File: config.mk
export PLATFORM = sky130hd
export DESIGN_NAME = icache
export DESIGN_NICKNAME = d
export VERILOG_FILES = /design/src/rtl/icache.sv
export SDC_FILE = /design/constraint.sdc
export NUM_CORES = 1
export LEC_CHECK = 0
export CELL_PAD_IN_SITES_DETAIL_PLACEMENT = 1
export CELL_PAD_IN_SITES_GLOBAL_PLACEMENT = 1
export CORE_ASPECT_RATIO = 0.5
export CORE_MARGIN = 10
export CORE_UTILIZATION = 40
export CTS_BUF_LIST = sky130_fd_sc_hd__clkbuf_8
export CTS_CLUSTER_DIAMETER = 120
export DETAILED_ROUTE_END_ITERATION = 10
export HOLD_SLACK_MARGIN = 0.15
export PLACE_DENSITY = 0.63
export SETUP_SLACK_MARGIN = 0.1
export SYNTH_ARGS = -nofsm -noshare
export SYNTH_HDL_FRONTEND = slang
export SYNTH_SLANG_ARGS = --single-unit
File: constraint.sdc
create_clock -name CLK -period 8.1 [get_ports CLK]
set_clock_uncertainty 0.05 [all_clocks]
set_input_delay 1.62 -clock CLK [delete_from_list [all_inputs] [get_ports CLK]]
set_output_delay 1.62 -clock CLK [all_outputs]
set_load 0.02 [all_outputs]
File: src/rtl/icache.sv
// rtl/icache.sv - direct-mapped one-word-per-frame instruction cache
// Hits answer combinationally; misses run a single-word fill from the memory controller.
module icache #(
    parameter int SETS  = 16,
    parameter int CNT_W = 32
) (
    input  logic             CLK,
    input  logic             nRST,
    input  logic             imemREN,
    input  logic [31:0]      imemaddr,
    output logic             ihit,
    output logic [31:0]      imemload,
    input  logic             flush,
    output logic             iREN,
    output logic [31:0]      iaddr,
    input  logic             iwait,
    input  logic [31:0]      iload,
    output logic [CNT_W-1:0] hit_count,
    output logic [CNT_W-1:0] miss_count
);

    localparam int IDX_W = $clog2(SETS);
    localparam int TAG_W = 30 - IDX_W;

    typedef enum logic {
        IDLE = 1'b0,
        FILL = 1'b1
    } state_t;

    state_t             state;
    logic [31:0]        miss_addr;
    logic [SETS-1:0]    valid;
    logic [TAG_W-1:0]   tags  [SETS];
    logic [31:0]        words [SETS];

    logic [TAG_W-1:0]   req_tag;
    logic [IDX_W-1:0]   req_idx;
    logic [TAG_W-1:0]   miss_tag;
    logic [IDX_W-1:0]   miss_idx;
    logic               hit;
    logic               fill_done;

    assign req_tag  = imemaddr[31:2+IDX_W];
    assign req_idx  = imemaddr[2+IDX_W-1:2];
    assign miss_tag = miss_addr[31:2+IDX_W];
    assign miss_idx = miss_addr[2+IDX_W-1:2];

    assign hit       = (state == IDLE) && imemREN && valid[req_idx] && (tags[req_idx] == req_tag);
    assign fill_done = (state == FILL) && !iwait;

    assign ihit     = hit;
    assign imemload = hit ? words[req_idx] : 32'h0;
    assign iREN     = (state == FILL);
    assign iaddr    = miss_addr;

    // Flush wins over a completing fill: the word lands but the frame stays invalid.
    always_ff @(posedge CLK or negedge nRST) begin
        if (!nRST) begin
            state     <= IDLE;
            miss_addr <= 32'h0;
            valid     <= '0;
        end else begin
            case (state)
                IDLE: begin
                    if (imemREN && !hit) begin
                        state     <= FILL;
                        miss_addr <= {imemaddr[31:2], 2'b00};
                    end
                end
                FILL: begin
                    if (!iwait) begin
                        state <= IDLE;
                    end
                end
                default: state <= IDLE;
            endcase

            if (flush) begin
                valid <= '0;
            end else if (fill_done) begin
                valid[miss_idx] <= 1'b1;
            end
        end
    end

    // Frame payload has no reset; validity alone decides whether it is used.
    always_ff @(posedge CLK) begin
        if (fill_done) begin
            tags[miss_idx]  <= miss_tag;
            words[miss_idx] <= iload;
        end
    end

    always_ff @(posedge CLK or negedge nRST) begin
        if (!nRST) begin
            hit_count  <= '0;
            miss_count <= '0;
        end else begin
            if (hit && (hit_count != '1)) begin
                hit_count <= hit_count + CNT_W'(1);
            end
            if ((state == IDLE) && imemREN && !hit && (miss_count != '1)) begin
                miss_count <= miss_count + CNT_W'(1);
            end
        end
    end

endmodule
==> run summary <==
OUTCOME
--------------------------------------------------------------------------
Outcome                                                       finished, final reports clean

DETAILED ROUTING
--------------------------------------------------------------------------
Remaining routing DRC violations                                         0
Number of nets with antenna violations after routing                     0
DRC marker count from the first detailed-route iteration              1518
Routed via count                                                     20.4k
Detail-routed via count per cell                                      5.46
Wire length per cell                                               27.5 um
Aggregate routed wire length                                        103 mm
Router iterations before antenna repair                                  5

WORST SETUP PATH
--------------------------------------------------------------------------
Crit path to                                                  imemload[22]
Startpoint-to-endpoint class of the critical path                in -> out
Startpoint type of the worst setup path                          input pin
Launch point of the worst reg-to-reg path                      tags[4][15]
Setup slack on the worst flop-to-flop path                         3.65 ns
Required time at the endpoint of the critical path                 6.43 ns
CP startpoint                                                  imemaddr[2]
Capture instance of the worst register-to-register path       hit_count[10]
Cell depth of the worst flop-to-flop path                               10
Max FO, Critical Path                                                   25
Kind of end point of the critical path                          output pin
Data arrival, critical path                                        5.97 ns

POWER AND IR DROP
--------------------------------------------------------------------------
Switching Power                                                  0.00273 W
Flop pwr share                                                       56.5%
Pleak                                                              15.7 nW
Fraction of power consumed by combinational cells                     7.8%
Internal Dissipation                                             0.00846 W
Areal power density over the cells                             236 mW/mm^2
Switching share of total power                                       24.4%
Worst VDD drop                                                  0.000185 V
Clock share of power                                                 35.7%

PLACED DESIGN
--------------------------------------------------------------------------
Final Wtd Congestion                                                 0.724
Worst setup slack before clock tree synthesis                     0.446 ns
# port buffers                                                         194
Sum of net half-perimeters after detailed placement                56.4 mm
Post-DP Area                                                  0.0446 sq mm

TIMING
--------------------------------------------------------------------------
Measured slew at the worst slew-check pin                          1.26 ns
Period utilization                                                   94.3%
Unrepaired setup endpoints after global routing                      false
Pins over their slew limit                                               0
Total negative setup slack                                            0 ns
Worst hold margin                                                 0.442 ns
Final hold viol count                                                    0
Max-slew headroom                                                    15.4%
Setup Viol. Count Final                                                  0
Max Freq                                                           131 MHz
Smallest setup slack after layout                                 0.460 ns
Final critical-path required period                                7.64 ns

CLOCK TREE
--------------------------------------------------------------------------
Hold-fix buffers, CTS                                                    0
Latest clock arrival within the worst-skew pair                    0.82 ns
Clk slew on worst S/H paths                                        0.06 ns
Number of levels the H-tree was split into                               4
Total number of clock tree sinks                                      1039
Gates resized, CTS repair                                                0
Number of buffers on the longest clock path                              3
Clock tree from TritonCTS                                             done
Clock buffer count from CTS                                            152
Post-CTS Setup Repair Bufs                                               0
Clock tree root buffer cell                                   sky130_fd_sc_hd__clkbuf_8

SYNTHESIS
--------------------------------------------------------------------------
Post-Synthesis Cells                                                  1946
Most frequent cell after synthesis                            sky130_fd_sc_hd__edfxtp_1
Post-synth EDFFs                                                       928
Most used flip-flop cell after synthesis                      sky130_fd_sc_hd__edfxtp_1
Count of unique library cells instantiated by Yosys                     53
Area share of the largest cell type after synthesis                  68.3%
Top cell type by total area after synthesis                   sky130_fd_sc_hd__edfxtp_1
Proportion of synthesized chip area in sequential cells              75.1%
Area of the mapped netlist                                    0.0408 sq mm
Mapped Avg Cell Area                                            21.0 sq um
Top cells by area in the synthesized netlist                  sky130_fd_sc_hd__edfxtp_1, sky130_fd_sc_hd__mux4_2, sky130_fd_sc_hd__dfrtp_1
Async SR Flop Fraction                                               10.7%
Number of synthesis warnings                                             0
Commonest cells in the synthesized netlist                    sky130_fd_sc_hd__edfxtp_1, sky130_fd_sc_hd__mux4_2, sky130_fd_sc_hd__dfrtp_1
Post-synthesis register bit count                                     1039

LAYOUT
--------------------------------------------------------------------------
Layout Area Growth over Synthesis                                    16.2%
Fraction of layout instances using a drive strength above 1          24.9%
Post-route design area                                        0.0474 sq mm
Share of the core filled with cells                                  47.1%
Final-stage net count                                                 2337

GRT
--------------------------------------------------------------------------
Overall fraction of global-route tracks in use                       17.6%
Met2 demand-to-capacity share in global routing                      29.1%
Initial antenna violation count                                          4
GR Overflow Total                                                        0
First-pass GRT wire length                                          151 mm
Number of global-route vias before repair                            22.0k
Most utilized layer in the global route result                        met2
Pin count of the biggest net entering global routing                    59
Met1 Track Usage GR                                                  23.3%
Met3 global-route usage                                              3.42%

DIE
--------------------------------------------------------------------------
Cell Rows                                                               82
Die extent in y                                                     246 um
Starting density of the core                                         40.6%
DIE WIDTH                                                           472 um
Die ar.                                                        0.116 sq mm
Total core area                                                0.101 sq mm
Ports placed on the boundary                                           199

JOB
--------------------------------------------------------------------------
Max-capacitance violation count                                          0

HOLD PATH
--------------------------------------------------------------------------
Worst Hold Launch                                             miss_count[8]
Path type of the worst min-delay path                           reg -> reg

[layout make-up]
cell class	instances	area [sq um]
sequential	1039	30600
clock inverter	115	629
multi-input combinational	802	9790
fill	9282	53200
clock buffer	158	2170
inverter	9	36.3
tap	1344	1680
antenna	2	5.00
timing repair buffer	262	2480
[worst min path at each step]
stage | to | slack (ns) | cells after the start
detailed placement | miss_count[31] | 0.43 | 1
global placement | valid[7] | 0.42 | 2
CTS | valid[3] | 0.45 | 2
global route | miss_count[8] | 0.46 | 1
finish | miss_count[8] | 0.44 | 1
floorplan | valid[10] | 0.41 | 2
[power by group through the flow]
stage / registers (W) / logic [W] / clock network (W)
floorplan: 0.00644 / 0.000421 / 0
global placement: 0.00642 / 0.000879 / 0
detailed placement: 0.00644 / 0.000889 / 0
CTS: 0.00633 / 0.000891 / 0.00413
global route: 0.00636 / 0.000927 / 0.00437
finish: 0.00633 / 0.000867 / 0.00400
[per-layer routing]
metal	vias to the layer above	routed length, um
met5	-	12
met3	152	5100
met4	2	2310
li1	8638	-
met1	11100	44600
met2	517	50600
[cells in the final DEF (no fill, tap or decap), types with 17 or more instances in the layout]
cell type / instances
sky130_fd_sc_hd__nand4_1: 17
sky130_fd_sc_hd__nand2_1: 48
sky130_fd_sc_hd__nor3_1: 23
sky130_fd_sc_hd__xor2_1: 50
sky130_fd_sc_hd__mux4_2: 264
sky130_fd_sc_hd__mux2i_1: 50
sky130_fd_sc_hd__nand3_1: 21
sky130_fd_sc_hd__xnor2_1: 26
sky130_fd_sc_hd__nor2_1: 50
sky130_fd_sc_hd__buf_4: 66
sky130_fd_sc_hd__nor2b_1: 42
sky130_fd_sc_hd__clkdlybuf4s50_1: 189
sky130_fd_sc_hd__edfxtp_1: 928
sky130_fd_sc_hd__dfrtp_1: 111
sky130_fd_sc_hd__inv_1: 53
sky130_fd_sc_hd__clkinv_1: 44
sky130_fd_sc_hd__clkbuf_8: 158
sky130_fd_sc_hd__and3_1: 18
sky130_fd_sc_hd__mux2_2: 35
[metrics by stage]
stage                     power, W  std cells
after global placement     0.00730       3456
after CTS                   0.0114       3729
after floorplan            0.00686       1947
after detailed placement   0.00733       3456
after global routing        0.0117       3731
final                       0.0112       3731
[flip-flops by register name, indices dropped and copies added (netlist names)]
register	flops
iaddr	30
miss_count	32
iREN	1
hit_count	32
words	512
tags	416
valid	16
[critical path, cell delays in order]
cell,delay [ns]
sky130_fd_sc_hd__buf_8,0.24
sky130_fd_sc_hd__mux4_2,0.55
sky130_fd_sc_hd__mux4_2,0.47
sky130_fd_sc_hd__xnor2_1,0.42
sky130_fd_sc_hd__nand3_1,0.17
sky130_fd_sc_hd__nor4_1,0.43
sky130_fd_sc_hd__nand4_1,0.37
sky130_fd_sc_hd__or2_4,0.57
sky130_fd_sc_hd__buf_4,0.27
sky130_fd_sc_hd__nor2b_1,0.14
sky130_fd_sc_hd__clkdlybuf4s50_1,0.62
[kinds of logic (layout without fill, tap and decap cells)]
group | Yosys count | in the layout | share of synthesized area [%]
DFF | 1039 | 1039 | 75.1
muxes | 349 | 349 | 16.8
and+or+nand+nor | 317 | 317 | 4.23
buffers and inverters | 106 | 544 | 1.28
xor gates and xnor gates | 76 | 76 | 1.63
AOI/OAI and AO/OA | 56 | 56 | 0.962
adders and majority gates | 2 | 2 | 0.0613
other | 1 | 4 | 0.00919
No activity file was read; power rests on OpenSTA's default activity.
